===== config.mk =====
export PLATFORM = sky130hd
export DESIGN_NAME = conv2d_line_buffer
export DESIGN_NICKNAME = d
export VERILOG_FILES = /design/src/rtl/conv2d_line_buffer.sv
export SDC_FILE = /design/constraint.sdc
export NUM_CORES = 1
export LEC_CHECK = 0
export CAP_MARGIN = 10
export CORE_ASPECT_RATIO = 0.6
export CORE_UTILIZATION = 40
export DETAILED_ROUTE_END_ITERATION = 10
export GPL_TIMING_DRIVEN = 0
export PLACE_DENSITY = 0.67
export SLEW_MARGIN = 20
export SYNTH_ARGS = -nofsm -noshare
export SYNTH_HDL_FRONTEND = slang
export SYNTH_SLANG_ARGS = --single-unit
export TNS_END_PERCENT = 30

===== constraint.sdc =====
create_clock -name clk -period 10.5 [get_ports clk]
set_input_delay 1.05 -clock clk [delete_from_list [all_inputs] [get_ports clk]]
set_output_delay 1.05 -clock clk [all_outputs]
set_load 0.01 [all_outputs]

===== src/rtl/conv2d_line_buffer.sv =====
// ============================================================================
// Module  : conv2d_line_buffer
// Brief   : 3x3 sliding-window generator for raster-order pixel streams,
//           built from two row memories and a 3x3 column shift register.
//           Define CONV2D_LB_FRAME_DONE_EN to add the frame_done pulse output.
// Revision: 1.0 - initial release
// ============================================================================
`default_nettype none

module conv2d_line_buffer #(
  parameter int IMG_WIDTH  = 8,
  parameter int IMG_HEIGHT = 8,
  localparam int PIXEL_WIDTH     = 8,
  localparam int CHANNELS        = 3,
  localparam int PACKED_PIXEL_W  = PIXEL_WIDTH * CHANNELS,
  localparam int WINDOW_ELEMS    = 9,
  localparam int WINDOW_PACKED_W = WINDOW_ELEMS * PACKED_PIXEL_W
) (
  input  logic                       clk,
  input  logic                       rst_n,
  input  logic [PACKED_PIXEL_W-1:0]  pixel_in,
  input  logic                       pixel_valid,
  output logic                       pixel_ready,
  input  logic                       flush,
  output logic [WINDOW_PACKED_W-1:0] line_buffer_window,
  output logic                       window_valid,
  input  logic                       window_ready
`ifdef CONV2D_LB_FRAME_DONE_EN
  ,
  output logic                       frame_done
`endif
);

  localparam int COL_W = (IMG_WIDTH  > 1) ? $clog2(IMG_WIDTH)  : 1;
  localparam int ROW_W = (IMG_HEIGHT > 1) ? $clog2(IMG_HEIGHT) : 1;
  localparam logic [COL_W-1:0] c_col_last = COL_W'(IMG_WIDTH - 1);
  localparam logic [ROW_W-1:0] c_row_last = ROW_W'(IMG_HEIGHT - 1);

  typedef enum logic [0:0] {
    S_FILL   = 1'b0,
    S_STREAM = 1'b1
  } state_t;

  state_t                     r_state;
  state_t                     w_state_next;
  logic [COL_W-1:0]           r_col;
  logic [ROW_W-1:0]           r_row;
  logic                       r_window_valid;
  logic [WINDOW_PACKED_W-1:0] r_window;
  logic [WINDOW_PACKED_W-1:0] w_win_packed;
  logic                       w_accept;
  logic                       w_load;
  logic                       w_col_last;
  logic                       w_row_last;

  logic [PACKED_PIXEL_W-1:0]  r_line1 [IMG_WIDTH];  // row r-1
  logic [PACKED_PIXEL_W-1:0]  r_line2 [IMG_WIDTH];  // row r-2
  logic [PACKED_PIXEL_W-1:0]  r_shift      [3][3];
  logic [PACKED_PIXEL_W-1:0]  w_shift_next [3][3];

  assign pixel_ready        = !r_window_valid || window_ready;
  assign w_accept           = pixel_valid && pixel_ready && !flush;
  assign w_col_last         = (r_col == c_col_last);
  assign w_row_last         = (r_row == c_row_last);
  assign w_load             = w_accept && (r_state == S_STREAM) && (r_col >= COL_W'(2));
  assign window_valid       = r_window_valid;
  assign line_buffer_window = r_window;

  // FSM: state register
  always_ff @(posedge clk or negedge rst_n) begin
    if (!rst_n) begin
      r_state <= S_FILL;
    end else begin
      r_state <= w_state_next;
    end
  end

  // FSM: next state
  always_comb begin
    w_state_next = r_state;
    if (flush) begin
      w_state_next = S_FILL;
    end else if (w_accept && w_col_last) begin
      if (r_state == S_FILL && r_row == ROW_W'(1)) begin
        w_state_next = S_STREAM;
      end else if (r_state == S_STREAM && w_row_last) begin
        w_state_next = S_FILL;
      end
    end
  end

  // Raster position of the next pixel to be accepted
  always_ff @(posedge clk or negedge rst_n) begin
    if (!rst_n) begin
      r_col <= '0;
      r_row <= '0;
    end else if (flush) begin
      r_col <= '0;
      r_row <= '0;
    end else if (w_accept) begin
      if (w_col_last) begin
        r_col <= '0;
        r_row <= w_row_last ? '0 : r_row + ROW_W'(1);
      end else begin
        r_col <= r_col + COL_W'(1);
      end
    end
  end

  // Window columns slide left; the incoming column is {row r-2, row r-1, pixel}
  always_comb begin
    for (int wr = 0; wr < 3; wr++) begin
      w_shift_next[wr][0] = r_shift[wr][1];
      w_shift_next[wr][1] = r_shift[wr][2];
    end
    w_shift_next[0][2] = r_line2[r_col];
    w_shift_next[1][2] = r_line1[r_col];
    w_shift_next[2][2] = pixel_in;
  end

  // Storage without reset: stale contents are overwritten before use
  always_ff @(posedge clk) begin
    if (w_accept) begin
      r_line2[r_col] <= r_line1[r_col];
      r_line1[r_col] <= pixel_in;
      r_shift        <= w_shift_next;
    end
  end

  for (genvar wr = 0; wr < 3; wr++) begin : g_pack_row
    for (genvar wc = 0; wc < 3; wc++) begin : g_pack_col
      assign w_win_packed[(WINDOW_ELEMS-1-(3*wr+wc))*PACKED_PIXEL_W +: PACKED_PIXEL_W] =
        w_shift_next[wr][wc];
    end
  end

  always_ff @(posedge clk or negedge rst_n) begin
    if (!rst_n) begin
      r_window_valid <= 1'b0;
      r_window       <= '0;
    end else begin
      if (flush) begin
        r_window_valid <= 1'b0;
      end else if (w_load) begin
        r_window_valid <= 1'b1;
      end else if (window_ready) begin
        r_window_valid <= 1'b0;
      end
      if (w_load) begin
        r_window <= w_win_packed;
      end
    end
  end

`ifdef CONV2D_LB_FRAME_DONE_EN
  logic r_frame_done;

  always_ff @(posedge clk or negedge rst_n) begin
    if (!rst_n) begin
      r_frame_done <= 1'b0;
    end else begin
      r_frame_done <= w_accept && w_col_last && w_row_last;
    end
  end

  assign frame_done = r_frame_done;
`endif

endmodule

`default_nettype wire


[After elaboration in Yosys (flattened, before gate mapping)]
Memory sizes are Yosys's and may differ from the RTL's.
Cells that the tools add are included.
Storage, ports and cells
  bits in registers: 368
  logic and storage cells: 53
  memory bits (writable): 384
  output and inout bits: 218
  memories kept: 2
Memory list
  r_line1: depth 8, bits a word 24, read ports 1, clocked after memory_dff 0, write ports 1, line 56  | logic [PACKED_PIXEL_W-1:0] r_line1 [IMG_WIDTH];
  r_line2: depth 8, bits a word 24, read ports 1, clocked after memory_dff 0, write ports 1, line 57  | logic [PACKED_PIXEL_W-1:0] r_line2 [IMG_WIDTH];
Cells by class
  equal/unequal tests: 3
  $add $sub $neg: 2
  reductions and logical operators: 17
  order comparisons: 1
  muxes and demuxes: 16
  bitwise gates (word level): 1
Operator list (count)
  $mux W3: 7
  $mux W1: 9
  $logic_and A1 B1 Y1: 7
  $add A3 B1 Y3 const B: 2
  $eq A3 B3 Y1 const B: 2
  $reduce_bool A2 Y1: 3
  $reduce_bool A3 Y1: 2
  $reduce_and A2 Y1: 2
  $eq A3 B1 Y1 const B: 1
  $ge A3 B2 Y1 const B: 1
  $logic_not A1 Y1: 2
  $logic_or A1 B1 Y1: 1
  $not A1 Y1: 1

[Longest topological paths before layout]
Gate-level depths: netlist (run 1).
  depth after elaboration: 8
  mapped depth: 11
  mapped depth without buffers: 5

[Worst setup path before layout (run 1)]
Ideal clock, no wire load.
  path type: input to register
  start point: in pixel_valid
  end point: reg r_shift[0] in the netlist's numbering (enable)
  library setup time: 650 ps
  arrival time: 7472 ps
  cell stages on the path: 3
  slack: 2378 ps
  cells stage by stage: clkbuf_1 > nand2_1 > nor2_1
Between the ends
  longest elaborated chain between the ends: 2
RTL lines
  from (decl): line 22  | input logic pixel_valid,
  $logic_and A1 B1 Y1 (2 in series): line 62  | assign w_accept = pixel_valid && pixel_ready && !flush;
  net w_accept: line 51  | logic w_accept;
  to (signal assigned): line 126  | r_shift <= w_shift_next;
  to (decl): line 58  | logic [PACKED_PIXEL_W-1:0] r_shift [3][3];
The timed path passes the listed nets, and every way through them passes these cells.
A chain may end at the register's enable or synchronous reset.

[Final worst setup path (run 1)]
  start point: in pixel_valid
  end point: mem r_line1[1][19] in the netlist's numbering (enable)
Between the ends
  longest elaborated chain between the ends: 4
RTL lines
  $logic_and A1 B1 Y1 (2 in series): line 62
  $mux W1: line 123  | if (w_accept) begin
  $mux W1 (implied by the code): line 125  | r_line1[r_col] <= pixel_in;
  to (decl): line 56
No other way between the ends.

==> flow_summary.toml, run 1 <==
[outcome]
outcome = "finished, violations left"
violations = "DRC"

[floorplanning]
dieArea_sq_mm = 0.0704
dieHeight_um = 206
io_pins = 247
rows = 74
die_w_um = 342
core-area_sq_mm = 0.0683
start_util_pct = 40.6

[pwr]
ir_worst_vdd_v = 0.0000989
seqPwrFrac_pct = 53.8
p_per_area_mw_per_mm2 = 178
p_sw_share_pct = 21.1
combPwrFrac_pct = 4.6
power.internal_mw = 4.81
p_switching_mw = 1.29
power_frac_clock_pct = 41.6
p_leak_nw = 12.9

[grt]
grt_pass1_vias = 13763
grt_max_degree = 87
grt-ovfl-total = 0
grt.total_usage_pct = 17.9
antenna_found_initial = 0
grt_first_pass_wirelength_um = 91800

[timing]
setup_viol = 0
period_needed_ps = 4200
fin_crit_sh_pct = 40.0
fin_skew_ps = 22.7
whs_ps = 438
slew_violations = 0
fmax_mhz = 238
final-hold-violation-count = 0
slew_headroom_pct = 38.1
worst_pin_slew_ps = 920
rsz0062_at_grt = "false"
fin_setup_tns_ps = 0

[setup_path]
cp.arrival_ps = 4510
cp_top_family = "buffers and inverters"
cp.required_ps = 10810
r2r_end = "r_line1[4][9]"
crit_buf_inv = 8
timing.rr.start = "r_col[2]"
path_max_fanout = 10
max_stage_delay_ps = 760
r2r_slack_ps = 6340
path_common_cell = "buf_2"
path_class = "in -> reg"
crit_path_start_kind = "input port"
rr_worst_depth = 10
cp.depth = 10
cp_slowest_cell = "nor4_2"
end_kind = "flop"
worstPathCellList = "clkdlybuf4s50_1 -> clkbuf_1 -> nand2_1 -> nor4_2 -> buf_2 -> buf_2 -> buf_2 -> buf_2 -> buf_2 -> buf_4"

[clock_network]
h-tree-depth = 3
postCtsSetupRepairBufs = 0
cts_buffer_depth = 3
worst_skew_pair.late_latency_ps = 620
cts-resized-gates = 0
cts_root_buf = "clkbuf_16"
cts_tree = "built"
cts_buffers = 71
cts_hold_buf = 0
path_clk_slew_ps = 60
numClockSinks = 752

[routing]
vias_per_cell = 5.07
drc = 46
vias = 13365
post_drt_wl_per_cell_um = 23.6
wirelength_um = 62300
drt_iter0_drc = 1168
postRouteAntennaNets = 0
drt_first_pass_iters = 8

[final_layout]
nNetsFinal = 1701
drive_above_1_share_pct = 27.5
post-route-cell-area_sq_mm = 0.0343
syn_to_final_growth_pct = 23.7
fin_util_pct = 50.2

[synth]
syn_inst = 1289
ys_top_cells_by_area = "edfxtp_1, dfrtp_1, mux2_2"
ys_top_cells_by_count = "edfxtp_1, dfrtp_1, mux2_2, mux2i_1, mux4_2"
yosysTopAreaCell = "edfxtp_1"
yosysSeqAreaShare_pct = 77.4
postSynth.asyncResetShare_pct = 29.8
ys.flop_type = "edfxtp_1"
ys_seq_elements = 752
post-synth-top-count-cell = "edfxtp_1"
avgSynthCellArea_sq_um = 21.5
synth_edf_count = 528
syn-num-nets = 1324
yosys.area.top_type_share_pct = 57.2
synth.distinct_cells = 33
yosysWarnings = 0
synthesis.area_sq_mm = 0.0277

[placed_design]
hpwlAfterDp_um = 42300
dpl_cell_area_sq_mm = 0.0320
port_buffers = 246
gp_congestion = 0.781

[flow_run]
maxCapViolations = 0

[hold_path]
min-delay-path-class = "in -> async"
-- cells by family (layout without fill, tap and decap cells) --
logic type / count (synthesis) / after routing / synth area share, %
compound gates: 16 / 16 / 0.361
fa+ha+maj: 6 / 6 / 0.271
buf+inv: 97 / 531 / 2.02
flops: 752 / 752 / 77.4
mux: 392 / 392 / 19.4
other cells: 0 / 2 / 0
simple gates: 26 / 26 / 0.506
-- stage by stage --
step | total power [mW] | setup slack, ps | instances
2_1_floorplan | 3.48 | 2380 | 1289
3_3_place_gp | 3.61 | -2280 | 2447
3_5_place_dp | 3.63 | 5710 | 2505
4_1_cts | 6.17 | 6350 | 2635
5_1_grt | 6.29 | 6080 | 2635
6_report | 6.09 | 6300 | 2637
-- placed cells by master (no fill, tap or decap), types with 27 or more instances in the layout --
cell / Yosys / routed
mux4_2: 53 / 53
mux2_2: 191 / 191
mux2i_1: 80 / 80
mux4_1: 27 / 27
dfrtp_1: 224 / 224
buf_4: 20 / 31
clkbuf_16: 0 / 75
inv_1: 38 / 38
clkdlybuf4s50_1: 0 / 245
edfxtp_1: 528 / 528
clkbuf_1: 10 / 36
buf_2: 16 / 46
-- state kept, by name, summed over array words and instances (netlist names) --
register,flops
r_line2,192
window_valid,1
line_buffer_window,216
r_shift,144
r_state,1
r_row,3
r_line1,192
r_col,3
-- worst register-to-register path, cell delays in order, from the launching register on --
cell and delay, ps:
dfrtp_1 350, clkbuf_1 410, buf_2 470, buf_1 480, nand2_1 210, nor4_2 660
buf_4 290, buf_2 230, buf_2 250, buf_2 260, buf_2 240
-- worst max path at each step --
stage	startpoint	endpoint
6_report	pixel_valid	r_line1[1][19]
4_1_cts	r_col[2]	r_line1[4][9]
5_1_grt	pixel_valid	r_line1[1][19]
2_1_floorplan	pixel_valid	r_shift[0]
3_5_place_dp	pixel_valid	r_line1[1][13]
3_3_place_gp	pixel_valid	r_shift[13]
-- final cells by class --
| cell class | count | area, sq um |
|---|---|---|
| well taps | 912 | 1140 |
| diodes | 2 | 5.00 |
| clock inverters | 26 | 253 |
| flip-flops and latches | 752 | 21500 |
| multi-input cells | 440 | 5770 |
| clock buffers | 104 | 2020 |
| plain buffers | 59 | 417 |
| repair buffers | 304 | 3100 |
| fillers | 5490 | 34000 |
| inverters | 38 | 143 |
-- routing by layer --
| layer | track usage, % | vias to the layer above | share of wire [%] |
|---|---|---|---|
| li1 | - | 5820 | - |
| met1 | 26.3 | 7149 | 47 |
| met2 | 27.3 | 316 | 46 |
| met3 | 3.96 | 80 | 4.9 |
| met4 | 4.07 | 0 | 1.8 |
| met5 | 0 | - | 0 |
-- power groups by stage --
stage	logic, mW	registers (mW)	clock network [mW]
floorplan	0.143	3.34	0
global route	0.305	3.28	2.70
global placement	0.263	3.35	0
CTS	0.290	3.28	2.60
detailed placement	0.289	3.34	0
finish	0.283	3.28	2.53
Note: power is estimated with default switching activity, not from simulation.
==> inputs of run 2 (changes only) <==
Settings changed: PLACE_DENSITY 0.67 to 0.69.
Clock period 10.5 ns to 3.7 ns, I/O delays scaled along.
==> run 2 against run 1 <==
Net effect: the flow still finishes with violations (DRC); global-route usage decreased by 0.12 points; critical path depth grew 1; highest routed layer is now met5; setup slack got worse by 6100 ps; first-iteration DRC count rose by 1.0%.
==> flow_summary.toml, run 2 (synthesized netlist as in run 1, its figures left out) <==
[outcome]
outcome = "finished, violations left"
violations = "DRC"

[routing]
wirelength_um = 61600
drc = 24
vias = 13420
drt_iter0_drc = 1180
postRouteAntennaNets = 0
post_drt_wl_per_cell_um = 23.5
drt_first_pass_iters = 8
vias_per_cell = 5.12

[floorplanning]
io_pins = 247
die_w_um = 342
rows = 74
start_util_pct = 40.6
dieHeight_um = 206
dieArea_sq_mm = 0.0704
core-area_sq_mm = 0.0683

[timing]
setup_viol = 0
period_needed_ps = 3500
slew_violations = 0
fin_crit_sh_pct = 94.7
slew_headroom_pct = 34.9
fin_skew_ps = 21.9
final-hold-violation-count = 0
fmax_mhz = 285
rsz0062_at_grt = "false"
worst_pin_slew_ps = 977
whs_ps = 273

[setup_path]
cp.required_ps = 4190
timing.rr.start = "r_col[0]"
path_class = "reg -> reg"
path_max_fanout = 10
crit_path_start_kind = "flop"
r2r_slack_ps = 200
r2r_end = "line_buffer_window[210]"
rr_worst_depth = 11
end_kind = "flop"
cp.arrival_ps = 4000

[clock_network]
cts_buffers = 70
cts_tree = "built"
numClockSinks = 752
worst_skew_pair.late_latency_ps = 610
h-tree-depth = 3
path_clk_slew_ps = 60
cts_buffer_depth = 3
cts_root_buf = "clkbuf_16"

[placed_design]
hpwlAfterDp_um = 41200
gp_congestion = 0.743
port_buffers = 246
dp_cells = 2488

[final_layout]
drive_above_1_share_pct = 28.0
multi_input_area_sq_mm = 0.00580
final_common_cell = "edfxtp_1"
seqCellArea_sq_mm = 0.0215
largest_reg_flops = 216
n_antenna_cell = 0
final_cell_mix = "edfxtp_1, clkdlybuf4s50_1, dfrtp_1, mux2_2, mux2i_1"
syn_to_final_growth_pct = 24.4
finalNonFillerCells = 2622
nFillCells = 5431
nNetsFinal = 1688

[pwr]
seqPwrFrac_pct = 53.2
p_per_area_mw_per_mm2 = 507
power.internal_mw = 13.8
ir_worst_vdd_v = 0.000293
power_frac_clock_pct = 42.2
p_leak_nw = 12.9
p_sw_share_pct = 20.9
combPwrFrac_pct = 4.6
p_switching_mw = 3.66

[grt]
grt.total_usage_pct = 17.8
grt_max_degree = 89
gr-usage-met3_pct = 4.17
met2_usage_pct = 27.2
grt_first_pass_wirelength_um = 90600
global_route.peak_usage_layer = "met2"
antenna_found_initial = 2
grt-ovfl-total = 0
grt_pass1_vias = 13811
grt.met1_usage_pct = 25.4

[flow_run]
maxCapViolations = 0

[hold_path]
min-delay-path-class = "in -> async"
-- run 2: cell count changes in the layout (fill, tap and decap cells not counted), sizes merged --
cell,before,now
clkbuf,114,98
dlygate4sd3,0,1
clkinvlp,2,3
buf,108,95
diode,2,0
clkinv,16,26
bufinv,4,8
-- run 2: final cells by class --
class | instances | area share [%]
buffer | 59 | 1.22
clock buffer | 88 | 5.55
clock inverter | 41 | 1.29
inverter | 38 | 0.414
multi-input combinational | 440 | 16.8
sequential | 752 | 62.3
tap | 912 | 3.31
timing repair buffer | 292 | 9.15
-- run 2: routing by layer --
layer / vias to the layer above / routed length [um]
met4: 4 / 1360
met5: - / 27
li1: 5798 / -
met1: 7137 / 27500
met3: 95 / 3930
met2: 386 / 28800
-- run 2: how the worst max path moves through the flow --
stage	start	end	slack [ps]	depth (start not counted)
after global placement	rst_n	line_buffer_window[34]	-8050	1
after detailed placement	r_col[2]	r_line2[5][9]	-40	9
final	r_col[0]	line_buffer_window[210]	200	11
after floorplan	r_col[2]	r_line1[4][0]	-520	5
after CTS	r_col[1]	r_line1[6][12]	70	6
after global routing	r_col[0]	line_buffer_window[205]	50	11
-- run 2: stage by stage --
stage / setup WS [ps] / cell area, sq um / total power [mW] / setup TNS, ps / util (%)
4_1_cts: 69.5 / 34500 / 17.7 / 0 / 50.4
3_5_place_dp: -42.9 / 32100 / 10.3 / -732 / 46.9
6_report: 196 / 34500 / 17.5 / 0 / 50.5
3_3_place_gp: -8050 / 31400 / 10.2 / -3204810 / 45.9
2_1_floorplan: -517 / 27800 / 9.88 / -98100 / -
5_1_grt: 46.6 / 34500 / 18.1 / 0 / 50.5
-- run 2: worst max-delay path: stages (launching register included) --
cell,delay (ps)
dfrtp_1,480
buf_6,200
buf_6,160
buf_4,200
inv_1,110
ha_1,170
o31ai_1,60
nor4_1,620
buf_2,360
buf_4,300
buf_4,320
mux2_2,370
-- run 2: power groups by stage --
stage,registers (mW),logic (mW),clock network (mW)
6_report,9.30,0.809,7.37
3_5_place_dp,9.47,0.824,0
2_1_floorplan,9.47,0.410,0
3_3_place_gp,9.48,0.750,0
4_1_cts,9.30,0.828,7.58
5_1_grt,9.31,0.874,7.87
-- run 2: repair_timing --
action	4_1_cts	5_1_grt
buffers inserted	1	3
hold endpoints to repair	52	0
setup endpoints to repair	20	50
gates resized for setup	1	3
hold buffers	1	0
pin swaps	1	1
